==> src/rtl/mc_ctrl_if.sv <==
// rtl/mc_ctrl_if.sv - memory request/acknowledge bus between mc_ctrl and the memory port
interface mc_ctrl_if;
  logic mem_req;
  logic mem_we;
  logic mem_ack;

  modport master (output mem_req, output mem_we, input mem_ack);
  modport slave  (input mem_req, input mem_we, output mem_ack);
endinterface

==> src/rtl/mc_ctrl.sv <==
// rtl/mc_ctrl.sv - multicycle MIPS-subset control FSM; divu/DIV state enabled by MC_CTRL_DIV_EN
module mc_ctrl #(
  parameter int DIV_CYCLES = 32,
  parameter int TYPE_W     = 4
) (
  input  logic              clk,
  input  logic              rst_n,
  mc_ctrl_if.master         mem,
  input  logic [5:0]        opcode,
  input  logic [5:0]        func,
  input  logic              alu_zero,
  output logic              ir_we,
  output logic              pc_we,
  output logic              reg_we,
  output logic              hilo_we,
  output logic [1:0]        pc_src,
  output logic [3:0]        alu_op,
  output logic              alu_src_imm,
  output logic              ext_zero,
  output logic              reg_dst_rd,
  output logic              mem_to_reg,
  output logic              div_start,
  output logic [TYPE_W-1:0] inst_type,
  output logic              illegal,
  output logic [2:0]        state
);

  typedef enum logic [2:0] {
    S_FETCH  = 3'd0,
    S_DECODE = 3'd1,
    S_EXEC   = 3'd2,
    S_MEM    = 3'd3,
    S_WB     = 3'd4,
    S_DIV    = 3'd5,
    S_HALT   = 3'd6
  } state_t;

  typedef enum logic [3:0] {
    T_RSVD  = 4'd0,
    T_LUI   = 4'd1,
    T_ADDIU = 4'd2,
    T_ADDU  = 4'd3,
    T_SUBU  = 4'd4,
    T_LW    = 4'd5,
    T_SW    = 4'd6,
    T_BEQ   = 4'd7,
    T_J     = 4'd8,
    T_ORI   = 4'd9,
    T_DIVU  = 4'd10,
    T_SLL   = 4'd11,
    T_SRL   = 4'd12
  } itype_t;

  state_t     state_q, state_d;
  itype_t     it_q, dec;
  logic [3:0] mux_alu;
  logic       mux_imm, mux_zx;

  always_comb begin
    dec = T_RSVD;
    case (opcode)
      6'b000000: begin
        case (func)
          6'b100001: dec = T_ADDU;
          6'b100011: dec = T_SUBU;
          6'b000000: dec = T_SLL;
          6'b000010: dec = T_SRL;
`ifdef MC_CTRL_DIV_EN
          6'b011011: dec = T_DIVU;
`endif
          default:   dec = T_RSVD;
        endcase
      end
      6'b001111: dec = T_LUI;
      6'b001001: dec = T_ADDIU;
      6'b100011: dec = T_LW;
      6'b101011: dec = T_SW;
      6'b000100: dec = T_BEQ;
      6'b000010: dec = T_J;
      6'b001101: dec = T_ORI;
      default:   dec = T_RSVD;
    endcase
  end

  // Datapath mux settings depend only on the registered type, so they hold for a whole state.
  always_comb begin
    mux_alu = 4'd0;
    mux_imm = 1'b0;
    mux_zx  = 1'b0;
    case (it_q)
      T_LUI:              begin mux_alu = 4'd6; mux_imm = 1'b1; end
      T_ADDIU, T_LW, T_SW: begin mux_alu = 4'd1; mux_imm = 1'b1; end
      T_ADDU:             mux_alu = 4'd1;
      T_SUBU, T_BEQ:      mux_alu = 4'd2;
      T_ORI:              begin mux_alu = 4'd3; mux_imm = 1'b1; mux_zx = 1'b1; end
      T_SLL:              mux_alu = 4'd4;
      T_SRL:              mux_alu = 4'd5;
      default:            mux_alu = 4'd0;
    endcase
  end

`ifdef MC_CTRL_DIV_EN
  logic [7:0] div_cnt;

  always_ff @(posedge clk or negedge rst_n) begin
    if (!rst_n) begin
      div_cnt <= 8'd0;
    end else if (state_q == S_EXEC && state_d == S_DIV) begin
      div_cnt <= 8'(DIV_CYCLES - 1);
    end else if (state_q == S_DIV && div_cnt != 8'd0) begin
      div_cnt <= div_cnt - 8'd1;
    end
  end
`else
  logic unused_div_cfg;
  assign unused_div_cfg = (DIV_CYCLES > 0);
`endif

  // Outputs are gated by rst_n so an asserted reset silences every strobe at once.
  always_comb begin
    state_d      = state_q;
    mem.mem_req  = 1'b0;
    mem.mem_we   = 1'b0;
    ir_we        = 1'b0;
    pc_we        = 1'b0;
    reg_we       = 1'b0;
    hilo_we      = 1'b0;
    div_start    = 1'b0;
    pc_src       = 2'd0;
    alu_op       = 4'd0;
    alu_src_imm  = 1'b0;
    ext_zero     = 1'b0;
    reg_dst_rd   = 1'b0;
    mem_to_reg   = 1'b0;
    if (rst_n) begin
      if (state_q inside {S_EXEC, S_MEM, S_WB}) begin
        alu_op      = mux_alu;
        alu_src_imm = mux_imm;
        ext_zero    = mux_zx;
      end
      case (state_q)
        S_FETCH: begin
          mem.mem_req = 1'b1;
          if (mem.mem_ack) begin
            ir_we   = 1'b1;
            pc_we   = 1'b1;
            state_d = S_DECODE;
          end
        end
        S_DECODE: state_d = (dec == T_RSVD) ? S_HALT : S_EXEC;
        S_EXEC: begin
          case (it_q)
            T_BEQ: begin
              pc_src  = 2'd1;
              pc_we   = alu_zero;
              state_d = S_FETCH;
            end
            T_J: begin
              pc_src  = 2'd2;
              pc_we   = 1'b1;
              state_d = S_FETCH;
            end
            T_LW, T_SW: state_d = S_MEM;
`ifdef MC_CTRL_DIV_EN
            T_DIVU: begin
              div_start = 1'b1;
              state_d   = S_DIV;
            end
`endif
            default: state_d = S_WB;
          endcase
        end
        S_MEM: begin
          mem.mem_req = 1'b1;
          mem.mem_we  = (it_q == T_SW);
          if (mem.mem_ack) state_d = (it_q == T_SW) ? S_FETCH : S_WB;
        end
        S_WB: begin
          reg_we     = 1'b1;
          reg_dst_rd = (it_q inside {T_ADDU, T_SUBU, T_SLL, T_SRL});
          mem_to_reg = (it_q == T_LW);
          state_d    = S_FETCH;
        end
`ifdef MC_CTRL_DIV_EN
        S_DIV: begin
          if (div_cnt == 8'd0) begin
            hilo_we = 1'b1;
            state_d = S_FETCH;
          end
        end
`endif
        S_HALT:  state_d = S_HALT;
        default: state_d = S_FETCH;
      endcase
    end
  end

  always_ff @(posedge clk or negedge rst_n) begin
    if (!rst_n) begin
      state_q <= S_FETCH;
      it_q    <= T_RSVD;
      illegal <= 1'b0;
    end else begin
      state_q <= state_d;
      if (state_q == S_DECODE) begin
        it_q <= dec;
        if (dec == T_RSVD) illegal <= 1'b1;
      end
    end
  end

  assign inst_type = TYPE_W'(it_q);
  assign state     = state_q;

endmodule

==> src/flat_wrapper.sv <==
// flat-port wrapper written by rule: the top's interface ports become plain ports
module mc_ctrl_flat 
#(
  parameter int DIV_CYCLES = 32,
  parameter int TYPE_W     = 4
)
  (clk, rst_n, opcode, func, alu_zero, ir_we, pc_we, reg_we, hilo_we, pc_src, alu_op, alu_src_imm, ext_zero, reg_dst_rd, mem_to_reg, div_start, inst_type, illegal, state, mem_mem_req, mem_mem_we, mem_mem_ack);
  mc_ctrl_if mem_i ();
  input  logic clk;
  input  logic rst_n;
  input  logic [5:0] opcode;
  input  logic [5:0] func;
  input  logic alu_zero;
  output logic ir_we;
  output logic pc_we;
  output logic reg_we;
  output logic hilo_we;
  output logic [1:0] pc_src;
  output logic [3:0] alu_op;
  output logic alu_src_imm;
  output logic ext_zero;
  output logic reg_dst_rd;
  output logic mem_to_reg;
  output logic div_start;
  output logic [TYPE_W-1:0] inst_type;
  output logic illegal;
  output logic [2:0] state;
  output wire logic [$bits(mem_i.mem_req)-1:0] mem_mem_req;
  output wire logic [$bits(mem_i.mem_we)-1:0] mem_mem_we;
  input wire logic [$bits(mem_i.mem_ack)-1:0] mem_mem_ack;
  assign mem_mem_req = mem_i.mem_req;
  assign mem_mem_we = mem_i.mem_we;
  assign mem_i.mem_ack = mem_mem_ack;
  mc_ctrl #(.DIV_CYCLES(DIV_CYCLES), .TYPE_W(TYPE_W)) u_core (.clk(clk), .rst_n(rst_n), .mem(mem_i), .opcode(opcode), .func(func), .alu_zero(alu_zero), .ir_we(ir_we), .pc_we(pc_we), .reg_we(reg_we), .hilo_we(hilo_we), .pc_src(pc_src), .alu_op(alu_op), .alu_src_imm(alu_src_imm), .ext_zero(ext_zero), .reg_dst_rd(reg_dst_rd), .mem_to_reg(mem_to_reg), .div_start(div_start), .inst_type(inst_type), .illegal(illegal), .state(state));
endmodule
==> config.mk <==
export PLATFORM = sky130hd
export DESIGN_NAME = mc_ctrl_flat
export DESIGN_NICKNAME = d
export VERILOG_FILES = /design/src/rtl/mc_ctrl_if.sv /design/src/rtl/mc_ctrl.sv /design/src/flat_wrapper.sv
export SDC_FILE = /design/constraint.sdc
export NUM_CORES = 1
export LEC_CHECK = 0
export CAP_MARGIN = 20
export CORE_ASPECT_RATIO = 0.8
export CORE_MARGIN = 3
export CORE_UTILIZATION = 41
export CTS_BUF_LIST = sky130_fd_sc_hd__clkbuf_8 sky130_fd_sc_hd__clkbuf_16
export DETAILED_ROUTE_END_ITERATION = 8
export PLACE_DENSITY = 0.83
export SYNTH_ARGS = -nofsm -noshare
export SYNTH_HDL_FRONTEND = slang
export SYNTH_SLANG_ARGS = --single-unit
==> constraint.sdc <==
create_clock -name clk -period 1.9 [get_ports clk]
set_input_delay 0.38 -clock clk [delete_from_list [all_inputs] [get_ports clk]]
set_output_delay 0.38 -clock clk [all_outputs]
set_load 0.01 [all_outputs]
==> impl_metrics.env <==
export IMPL_syn_inst=134
export IMPL_grt_max_degree=12
export IMPL_core_area_mm2=0.00196
export IMPL_cp_max_fo=6
export IMPL_power_leakage_uw=0.000850
export IMPL_grt_pass1_vias=1337
export IMPL_die_area_mm2=0.00276
export IMPL_hold_violations=0
export IMPL_maxCapViolations=0
export IMPL_p_per_area_mw_per_mm2=1540
export IMPL_cts_tree="built"
export IMPL_ys_ff_latch=8
export IMPL_portBuffers=37
export IMPL_stdcell_count=246
export IMPL_viasPerCell=6.27
export IMPL_dr_pass1_iters=5
export IMPL_outcome="finished with violations"
export IMPL_cts_sinks=8
export IMPL_antenna_found_initial=0
export IMPL_netlist_area_um2=886
export IMPL_htreeDepth=1
export IMPL_drtAntennaViolNets=0
export IMPL_synthTopCellsByCount="18 x nor2_1, 14 x nand2_1, 12 x a21oi_1"
export IMPL_yosysUniqueCellTypes=40
export IMPL_pin_count=41
export IMPL_die_h_um=47.6
export IMPL_ys_seq_area_share_pct=22.6
export IMPL_drc=0
export IMPL_grt_overflow=0
export IMPL_drive_gt1_share_pct=47.3
export IMPL_critPathCaptureType="output pin"
export IMPL_routed_wl_mm=5.05
export IMPL_fillerInstances=66
export IMPL_nets=240
export IMPL_synth_top_cell_area_share_pct=22.6
export IMPL_fmax_mhz=501
export IMPL_place_ws_ns=-0.497
export IMPL_drt_iter0_drc=141
export IMPL_yosys_cell_count_top_type="nor2_1"
export IMPL_ff_latch_area_um2=206
export IMPL_finClkSkew_ns=0.00947
export IMPL_syn_mean_instance_area_um2=6.61
export IMPL_gp_congestion=0.894
export IMPL_async_flop_share_pct=100
export IMPL_dpl_cell_count=224
export IMPL_syn_to_final_growth_pct=108
export IMPL_clk_pin_slew_ns=0.05
export IMPL_antenna_cells=0
export IMPL_yosys_top_cells_area="dfrtp_1 23%, nor2_1 7.6%, a21oi_1 6.8%, nand2_1 5.9%, o21ai_0 4.5%"
export IMPL_cts_root_buf="clkbuf_8"
export IMPL_critPathKind="reg2out"
export IMPL_hp_class="in2async"
export IMPL_fin_crit_sh_pct=105
export IMPL_start_kind="flop"
export IMPL_setup_viol=7
export IMPL_period_minus_slack_ns=2.00
export IMPL_yosysTopAreaCell="dfrtp_1"
export IMPL_die_x_um=58.0
export IMPL_crit_arrival_ns=1.62
export IMPL_grt_usage_pct=28.8
export IMPL_rows=14
export IMPL_setup_ws_ns=-0.0975
export IMPL_wl_per_cell_um=20.5
export IMPL_vdd_drop_max_mv=1.13
export IMPL_start_util_pct=45.2
export IMPL_ctsLongestPathBuffers=2
export IMPL_violations="negative setup slack"
export IMPL_synth_warnings=0
export IMPL_critPathRequiredTime_ns=1.52
export IMPL_rsz0062_at_grt="yes"
export IMPL_grt_pass1_wl_mm=5.98
export IMPL_dp_hpwl_mm=2.71
export IMPL_cts_made_buffers=3
export IMPL_synth_flop_cell="dfrtp_1"
export IMPL_clk_latency_ns=0.24
export IMPL_synth_edf_count=0
export IMPL_slew_viol_final=0
export IMPL_num_vias=1542
export IMPL_multi_input_area_um2=749
-- worst max-delay path, cell delays in order, from the launching register on --
cell	delay (ns)
dfrtp_2	0.45
buf_6	0.14
buf_6	0.11
xnor2_2	0.12
a211oi_2	0.23
a21oi_1	0.10
nor2_2	0.09
buf_2	0.13
-- kinds of logic after synthesis --
logic type / Yosys count / synth area share (%)
AOI/OAI and AO/OA: 36 / 25.1
xor gates and xnor gates: 3 / 2.97
buffers and inverters: 17 / 8.47
DFF: 8 / 22.6
other: 1 / 0.423
and+or+nand+nor: 69 / 40.4
-- sequential cells by signal (all words and copies together), names as in the netlist --
name and cells:
u_core.inst_type 4, u_core.state 3, u_core.illegal 1
-- timing repair --
action                                  CTS  global route
endpoints found under the setup margin   16            13
hold buffers                              0             0
gates resized for setup                  58            40
buffers inserted                         11             9
pin swaps                                 8            13
-- through the flow --
| step | total power, µW | hold WS (ns) | area (µm²) | utilization [%] | TNS (ns) |
|---|---|---|---|---|---|
| 3_5_place_dp | 1850 | 0.488 | 1530 | 77.8 | -5.99 |
| 3_3_place_gp | 1780 | 0.468 | 1530 | 77.8 | -4.98 |
| 2_1_floorplan | 1040 | 0.0844 | 893 | - | 0 |
| 6_report | 2840 | 0.412 | 1840 | 94.0 | -0.285 |
| 5_1_grt | 2960 | 0.419 | 1840 | 94.0 | -0.665 |
| 4_1_cts | 2330 | 0.358 | 1680 | 85.5 | -0.223 |
-- cell usage in the layout, fill, tap and decap left out, drive strengths merged, types with 2 or more instances in the layout --
master         instances
nand3b                 2
nand2                 14
o22a                   3
buf                   63
a211oi                 2
clkbuf                 7
inv                    6
a31oi                  3
a21oi                 12
nand4                  2
nand3                  3
and3                   3
dfrtp                  8
dlygate4sd2            6
nand2b                 6
conb                   3
nor2                  18
nor4                   3
nor3                   8
xnor2                  2
or3                    2
o21ai                 10
clkdlybuf4s50         20
-- cell type report --
class,instances,share of cell area [%]
Clock buffer,3,2.24
Inverter,6,1.36
Tap cell,24,1.63
Sequential cell,8,11.2
Timing Repair Buffer,94,42.9
Multi-Input combinational cell,111,40.6
-- report_power, final --
| group | switching [µW] | internal [µW] | leakage [µW] |
|---|---|---|---|
| registers | 122 | 258 | 0.0000886 |
| logic | 1090 | 1160 | 0.000740 |
| clock network | 79.0 | 138 | 0.0000216 |
| total | 1290 | 1550 | 0.000850 |
-- metal layers --
metal	global-route usage [%]	vias to the layer above	wire length, µm
li1	-	655	-
met1	33.2	698	1840
met2	54.5	153	2490
met3	6.74	36	486
met4	8.80	0	233
met5	0	-	0
-- final timing paths --
check / start / endpoint / slack (ns) / cells after the start
worst max-delay path: u_core.inst_type[0] / alu_op[0] / -0.1 / 7
worst min-delay path: rst_n / u_core.state[1] / 0.41 / 2
worst max register to register: u_core.state[1] / u_core.state[1] / 0.09 / 7
worst min register to register: u_core.illegal / u_core.illegal / 0.51 / 1
max in group asynchronous: rst_n / u_core.state[2] / 1.30 / 2
min in group clk: u_core.illegal / u_core.illegal / 0.51 / 1
(Power assumes the default switching activity.)
